--- config.mk ---
export PLATFORM = sky130hd
export DESIGN_NAME = line_write_buffer
export DESIGN_NICKNAME = d
export VERILOG_FILES = /design/src/rtl/line_write_buffer.sv
export SDC_FILE = /design/constraint.sdc
export NUM_CORES = 2
export LEC_CHECK = 0
export BUFFER_PORTS_ARGS = -buffer_cell sky130_fd_sc_hd__buf_2
export CAP_MARGIN = 10
export CORE_AREA = 2 2 416 418
export DETAILED_ROUTE_END_ITERATION = 7
export DIE_AREA = 0 0 418 420
export GPL_ROUTABILITY_DRIVEN = 0
export GPL_TIMING_DRIVEN = 0
export HOLD_SLACK_MARGIN = 0.12
export PLACE_DENSITY = 0.63
export SYNTH_ARGS = -nofsm -noshare
export SYNTH_HDL_FRONTEND = slang
export SYNTH_SLANG_ARGS = --single-unit
--- constraint.sdc ---
create_clock -name clk -period 4 [get_ports clk]
set_clock_uncertainty 0.1 [all_clocks]
set_input_delay 1 -clock clk [delete_from_list [all_inputs] [get_ports clk]]
set_output_delay 1 -clock clk [all_outputs]
set_load 0.01 [all_outputs]
--- src/rtl/line_write_buffer.sv ---
// rtl/line_write_buffer.sv - line-granularity write-back buffer between a cache memory port and main_mem
// Dirty lines are absorbed into a small FIFO and drained in the background; reads hit the FIFO or fetch.
module line_write_buffer #(
    parameter int LINE_ADDR_LEN = 3,
    parameter int ADDR_LEN      = 9,
    parameter int DEPTH         = 4
) (
    input  logic                                 clk,
    input  logic                                 rst,
    output logic                                 gnt,
    input  logic [ADDR_LEN-1:0]                  addr,
    input  logic                                 rd_req,
    output logic [32*(1<<LINE_ADDR_LEN)-1:0]     rd_line,
    input  logic                                 wr_req,
    input  logic [32*(1<<LINE_ADDR_LEN)-1:0]     wr_line,
    input  logic                                 mem_gnt,
    output logic [ADDR_LEN-1:0]                  mem_addr,
    output logic                                 mem_rd_req,
    input  logic [32*(1<<LINE_ADDR_LEN)-1:0]     mem_rd_line,
    output logic                                 mem_wr_req,
    output logic [32*(1<<LINE_ADDR_LEN)-1:0]     mem_wr_line,
    output logic [$clog2(DEPTH):0]               wb_count
);

    localparam int LINE_SIZE = 1 << LINE_ADDR_LEN;
    localparam int LINE_W    = 32 * LINE_SIZE;
    localparam int PTR_W     = $clog2(DEPTH);
    localparam int CNT_W     = PTR_W + 1;

    typedef enum logic [1:0] {IDLE, DRAIN, FETCH, RESP} state_t;

    state_t                 state_q, state_d;
    logic [DEPTH-1:0]       valid_q, valid_d;
    logic [ADDR_LEN-1:0]    ent_addr_q [DEPTH];
    logic [ADDR_LEN-1:0]    ent_addr_d [DEPTH];
    logic [LINE_W-1:0]      ent_data_q [DEPTH];
    logic [LINE_W-1:0]      ent_data_d [DEPTH];
    logic [PTR_W-1:0]       head_q, head_d, tail_q, tail_d;
    logic [CNT_W-1:0]       count_q, count_d;
    logic                   gnt_q, gnt_d;
    logic [LINE_W-1:0]      rd_line_q, rd_line_d;
    logic                   fetch_pend_q, fetch_pend_d;
    logic [ADDR_LEN-1:0]    fetch_addr_q, fetch_addr_d;
    logic                   mem_rd_req_q, mem_rd_req_d;
    logic                   mem_wr_req_q, mem_wr_req_d;
    logic [ADDR_LEN-1:0]    mem_addr_q, mem_addr_d;
    logic [LINE_W-1:0]      mem_wr_line_q, mem_wr_line_d;

    logic                   hit;
    logic [PTR_W-1:0]       hit_idx;
    logic                   up_idle, full, push, pop, coal_head;

    always_comb begin
        hit     = 1'b0;
        hit_idx = '0;
        for (int i = 0; i < DEPTH; i++) begin
            if (valid_q[i] && ent_addr_q[i] == addr) begin
                hit     = 1'b1;
                hit_idx = PTR_W'(i);
            end
        end
    end

    // Upstream is ignored during the grant cycle and while a fetch is outstanding.
    assign up_idle = !gnt_q && !fetch_pend_q;
    assign full    = (count_q == CNT_W'(DEPTH));

    always_comb begin
        state_d       = state_q;
        valid_d       = valid_q;
        ent_addr_d    = ent_addr_q;
        ent_data_d    = ent_data_q;
        head_d        = head_q;
        tail_d        = tail_q;
        count_d       = count_q;
        gnt_d         = 1'b0;
        rd_line_d     = rd_line_q;
        fetch_pend_d  = fetch_pend_q;
        fetch_addr_d  = fetch_addr_q;
        mem_rd_req_d  = mem_rd_req_q;
        mem_wr_req_d  = mem_wr_req_q;
        mem_addr_d    = mem_addr_q;
        mem_wr_line_d = mem_wr_line_q;
        push          = 1'b0;
        pop           = 1'b0;
        coal_head     = 1'b0;

        if (up_idle && rd_req) begin
            if (hit) begin
                rd_line_d = ent_data_q[hit_idx];
                gnt_d     = 1'b1;
            end else begin
                fetch_pend_d = 1'b1;
                fetch_addr_d = addr;
            end
        end else if (up_idle && wr_req) begin
            if (hit) begin
                // The head being drained has already been handed to main_mem; leave it alone.
                if (!(state_q == DRAIN && hit_idx == head_q)) begin
                    ent_data_d[hit_idx] = wr_line;
                    gnt_d               = 1'b1;
                    coal_head           = (hit_idx == head_q);
                end
            end else if (!full) begin
                valid_d[tail_q]    = 1'b1;
                ent_addr_d[tail_q] = addr;
                ent_data_d[tail_q] = wr_line;
                tail_d             = tail_q + PTR_W'(1);
                gnt_d              = 1'b1;
                push               = 1'b1;
            end
        end

        case (state_q)
            IDLE: begin
                if (fetch_pend_q) begin
                    state_d      = FETCH;
                    mem_rd_req_d = 1'b1;
                    mem_addr_d   = fetch_addr_q;
                end else if (count_q != '0) begin
                    state_d       = DRAIN;
                    mem_wr_req_d  = 1'b1;
                    mem_addr_d    = ent_addr_q[head_q];
                    // A same-cycle coalesce into the head must reach main_mem.
                    mem_wr_line_d = coal_head ? wr_line : ent_data_q[head_q];
                end
            end
            DRAIN: begin
                if (mem_gnt) begin
                    state_d         = IDLE;
                    mem_wr_req_d    = 1'b0;
                    valid_d[head_q] = 1'b0;
                    head_d          = head_q + PTR_W'(1);
                    pop             = 1'b1;
                end
            end
            FETCH: begin
                if (mem_gnt) begin
                    state_d      = RESP;
                    mem_rd_req_d = 1'b0;
                    rd_line_d    = mem_rd_line;
                    gnt_d        = 1'b1;
                end
            end
            RESP: begin
                state_d      = IDLE;
                fetch_pend_d = 1'b0;
            end
            default: state_d = IDLE;
        endcase

        case ({push, pop})
            2'b10:   count_d = count_q + CNT_W'(1);
            2'b01:   count_d = count_q - CNT_W'(1);
            default: count_d = count_q;
        endcase
    end

    always_ff @(posedge clk) begin
        if (rst) begin
            state_q       <= IDLE;
            valid_q       <= '0;
            for (int i = 0; i < DEPTH; i++) begin
                ent_addr_q[i] <= '0;
                ent_data_q[i] <= '0;
            end
            head_q        <= '0;
            tail_q        <= '0;
            count_q       <= '0;
            gnt_q         <= 1'b0;
            rd_line_q     <= '0;
            fetch_pend_q  <= 1'b0;
            fetch_addr_q  <= '0;
            mem_rd_req_q  <= 1'b0;
            mem_wr_req_q  <= 1'b0;
            mem_addr_q    <= '0;
            mem_wr_line_q <= '0;
        end else begin
            state_q       <= state_d;
            valid_q       <= valid_d;
            ent_addr_q    <= ent_addr_d;
            ent_data_q    <= ent_data_d;
            head_q        <= head_d;
            tail_q        <= tail_d;
            count_q       <= count_d;
            gnt_q         <= gnt_d;
            rd_line_q     <= rd_line_d;
            fetch_pend_q  <= fetch_pend_d;
            fetch_addr_q  <= fetch_addr_d;
            mem_rd_req_q  <= mem_rd_req_d;
            mem_wr_req_q  <= mem_wr_req_d;
            mem_addr_q    <= mem_addr_d;
            mem_wr_line_q <= mem_wr_line_d;
        end
    end

    assign gnt         = gnt_q;
    assign rd_line     = rd_line_q;
    assign mem_addr    = mem_addr_q;
    assign mem_rd_req  = mem_rd_req_q;
    assign mem_wr_req  = mem_wr_req_q;
    assign mem_wr_line = mem_wr_line_q;
    assign wb_count    = count_q;

endmodule

After elaboration in Yosys (flattened, before gate mapping):

Cells that the tools add are included.

* word-level logic and storage cells: 167
* input port bits: 526
* flip-flop bits (word level): 1607
* output and inout port bits: 527

* add/sub/neg operators: 4
* equality and inequality tests: 19
* reduce and logical (&&, ||, !) cells: 30
* mux-type cells: 74
* bitwise operators: 10
* $lt $le $gt $ge: 9

Operators by type and width (count)
* $mux W1024: 3
* $mux W256: 11
* $bwmux W1024: 2
* $bmux W256 S2: 2
* $demux W256 S2: 2
* $mux W9: 5
* $bwmux W36: 1
* $eq A9 B9 Y1: 4
* $mux W1: 28
* $mux W4: 6
* $bmux W9 S2: 1
* $demux W9 S2: 1
* $ne A2 B2 Y1 const B: 7
* $logic_and A1 B1 Y1: 12
* $mux W2: 6
* $reduce_and A4 Y1: 3
* $ge A3 B3 Y1 const B: 3
* $not A2 Y3: 3
* $reduce_and A3 Y1: 3
* $pmux W2 S4: 1
* $reduce_bool A2 Y1: 4
* $eq A2 B2 Y1 const B: 3
* $lt A2 B3 Y1 const B: 2
* $lt A3 B1 Y1 const B: 2
* 20 further kinds: 31

Longest topological paths before layout:

* depth in word-level cells: 13
* mapped depth: 14
* depth with buffers taken out: 11

Worst setup path after synthesis:

OpenSTA, ideal clock, no wires.

* path kind: input-to-reg
* start point: input addr[5]
* end point: register count_q[2], in the netlist wb_count[2]
* setup time: 0.070 ns
* required time: 3.830 ns
* arrival time: 3.490 ns
* setup slack: 0.339 ns
* buffers on the path: 3
* stages on the path: 14
* cells stage by stage: buf_2 > xor2_1 > nor4_2 > and3_1 > buf_4 > nor4_4 > buf_2 > nand2_1 > ha_1 > inv_1 > fa_1 > xor2_1 > or3_1 > a21oi_1

* cells in the longest elaborated chain, start to end: 11
* elaborated cells on any way between the ends: 19
* classes of those cells: eq/ne (6); mux (8); reduce/logical (5)

RTL lines
* start: declaration: RTL line 11 `input logic [ADDR_LEN-1:0] addr,`
* $eq A9 B9 Y1: RTL line 57 `if (valid_q[i] && ent_addr_q[i] == addr) begin`
* $logic_and A1 B1 Y1: RTL line 57
* $mux W1 (3 in a row): RTL line 57
* $mux W1 (*): RTL line 57
* $mux W1 (*): RTL line 97 `if (hit) begin`
* $mux W1 (*): RTL line 96 `end else if (up_idle && wr_req) begin`
* $mux W1 (*): RTL line 88 `if (up_idle && rd_req) begin`
* $eq A2 B1 Y1 or $eq A2 B2 Y1 (tied branches): RTL line 152 `case ({push, pop})`
* $pmux W3 S2 or $reduce_bool A2 Y1 (tied branches)
* end signal: assignment: RTL line 185 `count_q <= count_d;`
* end: declaration: RTL line 39 `logic [CNT_W-1:0] count_q, count_d;`

Every way passes the cells marked *; elsewhere a longest branch is shown, timed or not.
A chain may end at the register's enable or synchronous reset.

Final worst setup path:

* start point: input addr[3]
* end point: register rd_line_q[148], in the netlist rd_line[148]

* cells in the longest elaborated chain, start to end: 13
* elaborated cells on any way between the ends: 23
* classes of those cells: eq/ne (4); mux (14); bitwise (1); reduce/logical (4)

RTL lines
* $eq A9 B9 Y1: RTL line 57
* $logic_and A1 B1 Y1: RTL line 57
* $mux W1: RTL line 57
* $mux W2 (2 in a row): RTL line 57
* $not A2 Y3 (not written as such): RTL line 90 `rd_line_d = ent_data_q[hit_idx];`
* $bmux W256 S2: RTL line 90
* $mux W256 (not written as such) (2 in a row): RTL line 90
* $mux W256 (*): RTL line 89 `if (hit) begin`
* $mux W256 (*): RTL line 88
* $mux W256: RTL line 138 `if (mem_gnt) begin`
* $mux W256 (*): RTL line 114 `case (state_q)`
* end signal: assignment: RTL line 187 `rd_line_q <= rd_line_d;`
* end: declaration: RTL line 41 `logic [LINE_W-1:0] rd_line_q, rd_line_d;`

Every way passes the cells marked *; elsewhere a longest branch is shown, timed or not. The select of a mux whose other input is x is not followed.

==> metrics.md <==
| Metric | Value |
|---|---|
| Outcome | `complete, no violations` |
| R2r setup slk | `roughly 30 ps` |
| Die Wd | `418 µm` |
| Endpoints failing setup | `0` |
| Seq/Total Area, Yosys | `0.426` |
| Psw | `11900 µW` |
| Clk pin slew, worst setup/hold paths | `60 ps` |
| CTS Root Cell | `clkbuf_16` |
| R2r startpoint | `ent_addr_q[21]$_SDFFE_PP0P_` |
| Synth warn | `0` |
| Clock power frac | `0.422` |
| Setup bufs post-CTS | `0` |
| MaxCap Viol Count | `0` |
| Gr usage total | `0.371` |
| Most used flip-flop cell after synthesis | `dfxtp_1` |
| CTS tree | `yes` |
| Critical path required time | `4680 ps` |
| Slew @ Worst Pin | `roughly 1500 ps` |
| Synth Net Count | `9524` |
| Sw Ratio | `0.291` |
| Num CTS Buffers | `between 150 and 200` |
| Tmin final | `3990 ps` |
| Layout cell share with drive strength beyond 1 | `0.182` |
| Critical Path Sink | `rd_line[148]$_SDFF_PP0_` |
| H-tree levels | `4` |
| PD cells | `453 mW/mm²` |
| Final hold slack | `331 ps` |
| Largest cells by area after synthesis | `dfxtp_1, nand2_1, mux4_2` |
| R2r endpoint | `rd_line[148]$_SDFF_PP0_` |
| Comb pwr share | `0.145` |
| Hold crit path type | `input pin to register` |
| Post-route ant nets | `0` |
| Sequential Power Share | `0.433` |
| Critical Path AT | `around 4700 ps` |
| Vias in the first global route | `73.7k` |
| Fin worst setup slack | `8.83 ps` |
| Yosys reg bits | `1607` |
| Initial core utilization | `0.441` |
| Mapped Cells | `8988` |
| Largest net degree at the start of global routing | `17` |
| Final core utilization | `0.527` |
| Hold Crit Depth | `3` |
| Static Leakage | `0.0343 µW` |
| Tcrit/Tclk final | `0.998` |
| Post-synth ARST share | `0` |
| Clk sinks | `1607` |
| Pint | `28900 µW` |
| DIE HEIGHT | `between 400 and 500 µm` |
| R2R depth | `10` |
| Initial antenna violation count | `94` |
| Overall routed net length | `343000 µm` |
| Area after DPL | `0.0838 mm²` |
| Max Buffers Root-to-Sink | `3` |
| Unique masters post-synth | `50` |
| Crit Path Max Fanout | `10` |
| Crit path launch | `addr[3]` |
| Post-DP HPWL | `252000 µm` |
| Vias/cell | `between 6 and 7` |
| Post-synth top area share | `0.426` |
| Max Slew Vio Count | `0` |
| Maximum vdd drop | `approximately 0.00045 V` |
| Fin. Hold Viols | `0` |
| Gr ovfl total | `0` |
| Post-synth EDFFs | `0` |
| Worst slack, placed | `-1210 ps` |
| Routed WL per cell | `27.0 µm` |
| Finished Layout Cells | `12.7k` |
| Post-Syn Area per Cell | `8.39 µm²` |
| Type of the worst setup path | `input pin to register` |
| Fmax | `251 MHz` |
| Core Box Area | `0.171 mm²` |
| First-pass GRT wire length | `a little under 500000 µm` |
| Slew margin rel. | `0.0226` |
| DRC viols | `0` |
| Drt first-iter violations | `between 9k and 10k` |
| Layout overhead on the synthesized area | `19.4%` |
| Area leader, netlist | `dfxtp_1` |
| Clk Latency, worst-skew pair | `870 ps` |
| Die Area | `0.176 mm²` |
| Mapped cell area | `0.0754 mm²` |
| Placed Cells | `12.3k` |
| Row cnt | `152` |
| Finished Cell Area | `between 0.09 and 0.1 mm²` |
| Pre-antenna DRT Iters | `8` |
| Setup crit end kind | `register` |
| Crit start category | `input pin` |
| Nets | `10.8k` |
| RSZ-0062 raised after global routing | `no` |
| Ports | `1053` |
| Vias | `around 79k` |
| Port Buffers | `1042` |
## area by class of cell
type	instances	area [µm²]
Tap cell	2233	2790
Inverter	14	52.6
Antenna cell	74	185
Sequential cell	1607	32200
Timing Repair Buffer	1062	5570
Clock inverter	61	902
Buffer	939	4260
Multi-Input combinational cell	6427	39000
Fill cell	16156	80900
Clock buffer	263	5090
## sequential cells by signal, indices dropped and copies added, names as in the netlist
name          count
ent_data_q     1024
mem_wr_line     256
rd_line         256
ent_addr_q       36
fetch_addr_q      9
mem_addr          9
valid_q           4
wb_count          3
head_q            2
state_q           2
tail_q            2
fetch_pend_q      1
gnt               1
mem_rd_req        1
mem_wr_req        1
## metrics by stage
| stage | total power, µW | setup TNS [ps] |
|---|---|---|
| after floorplan | 20800 | 0 |
| after global placement | 23600 | -1382180 |
| after detailed placement | 23700 | -1146740 |
| after CTS | 40700 | 0 |
| after global routing | 41900 | 0 |
| final | 40800 | 0 |
## critical path, cell delays in order
cell and delay [ps]:
buf_2 170, xor2_1 200, nor4_2 510, and3_1 240
buf_4 210, clkdlybuf4s15_1 960, buf_2 410, nand2_1 90
a311oi_1 340, a21oi_1 210, a211oi_1 300
## cell families after synthesis
logic type,Yosys count,share of synthesized area
xor gates and xnor gates,40,0.00464
buffers and inverters,954,0.0566
adders and majority gates,10,0.00176
and+or+nand+nor,2940,0.157
DFF,1607,0.426
AOI/OAI and AO/OA,2613,0.200
muxes,824,0.153
## synthesized netlist by cell type, drive strengths merged, types with 2 or more instances
| cell type | number |
|---|---|
| dfxtp | 1607 |
| a31oi | 256 |
| nor2 | 576 |
| xor2 | 11 |
| nand2 | 1801 |
| nor2b | 2 |
| a221oi | 6 |
| xnor2 | 29 |
| and3 | 4 |
| a2111oi | 2 |
| a311oi | 257 |
| nand4 | 7 |
| nor4 | 4 |
| and4 | 2 |
| nor3 | 7 |
| a32o | 2 |
| o21ai | 1033 |
| a211oi | 263 |
| o22ai | 9 |
| buf | 278 |
| clkbuf | 662 |
| a21oi | 776 |
| nand3 | 519 |
| or3 | 4 |
| mux4 | 265 |
| a32oi | 2 |
| mux2i | 558 |
| ha | 9 |
| nand3b | 11 |
| inv | 14 |
## worst min-delay path by stage
stage	start	end
floorplan	ent_data_q[256]$_SDFFE_PP0P_	ent_data_q[256]$_SDFFE_PP0P_
global placement	ent_data_q[363]$_SDFFE_PP0P_	ent_data_q[363]$_SDFFE_PP0P_
detailed placement	mem_addr[8]$_SDFFE_PP0P_	mem_addr[8]$_SDFFE_PP0P_
CTS	wr_line[149]	ent_data_q[917]$_SDFFE_PP0P_
global route	wr_line[235]	ent_data_q[1003]$_SDFFE_PP0P_
finish	wr_line[132]	ent_data_q[644]$_SDFFE_PP0P_
## cells in the final DEF, fill, tap and decap left out, drive strengths merged, types with 6 or more instances in the layout
cell type and n:
a211oi 263, a21oi 776, a221oi 6, a311oi 257, a31oi 256, buf 1338
bufinv 17, clkbuf 925, clkinv 35, dfxtp 1607, diode 74, ha 9
inv 23, mux2i 558, mux4 265, nand2 1801, nand3 519, nand3b 11
nand4 7, nor2 576, nor3 7, o21ai 1033, o22ai 9, xnor2 29
xor2 11
## power by group through the flow
stage	clock network, µW	logic [µW]	registers, µW
final	17200	5920	17700
after detailed placement	0	5780	18000
after global placement	0	5650	17900
after floorplan	0	2660	18100
after CTS	17200	5810	17600
after global routing	17900	6280	17700
## layer usage
layer	GRT usage	vias up	routed length, µm
met2	0.560	5001	151000
met5	0	-	129
li1	-	34710	-
met4	0.320	20	32400
met1	0.451	37937	127000
met3	0.0778	1274	32200
## what timing repair did
action | in CTS | in global routing
endpoints found under the setup margin | 524 | 346
hold buffers | 0 | 0
pin swaps | 0 | 0
endpoints found under the hold margin | 0 | 0
resized for setup | 9 | 25
gates cloned | 0 | 0
Power figures use the tool's default switching activity.
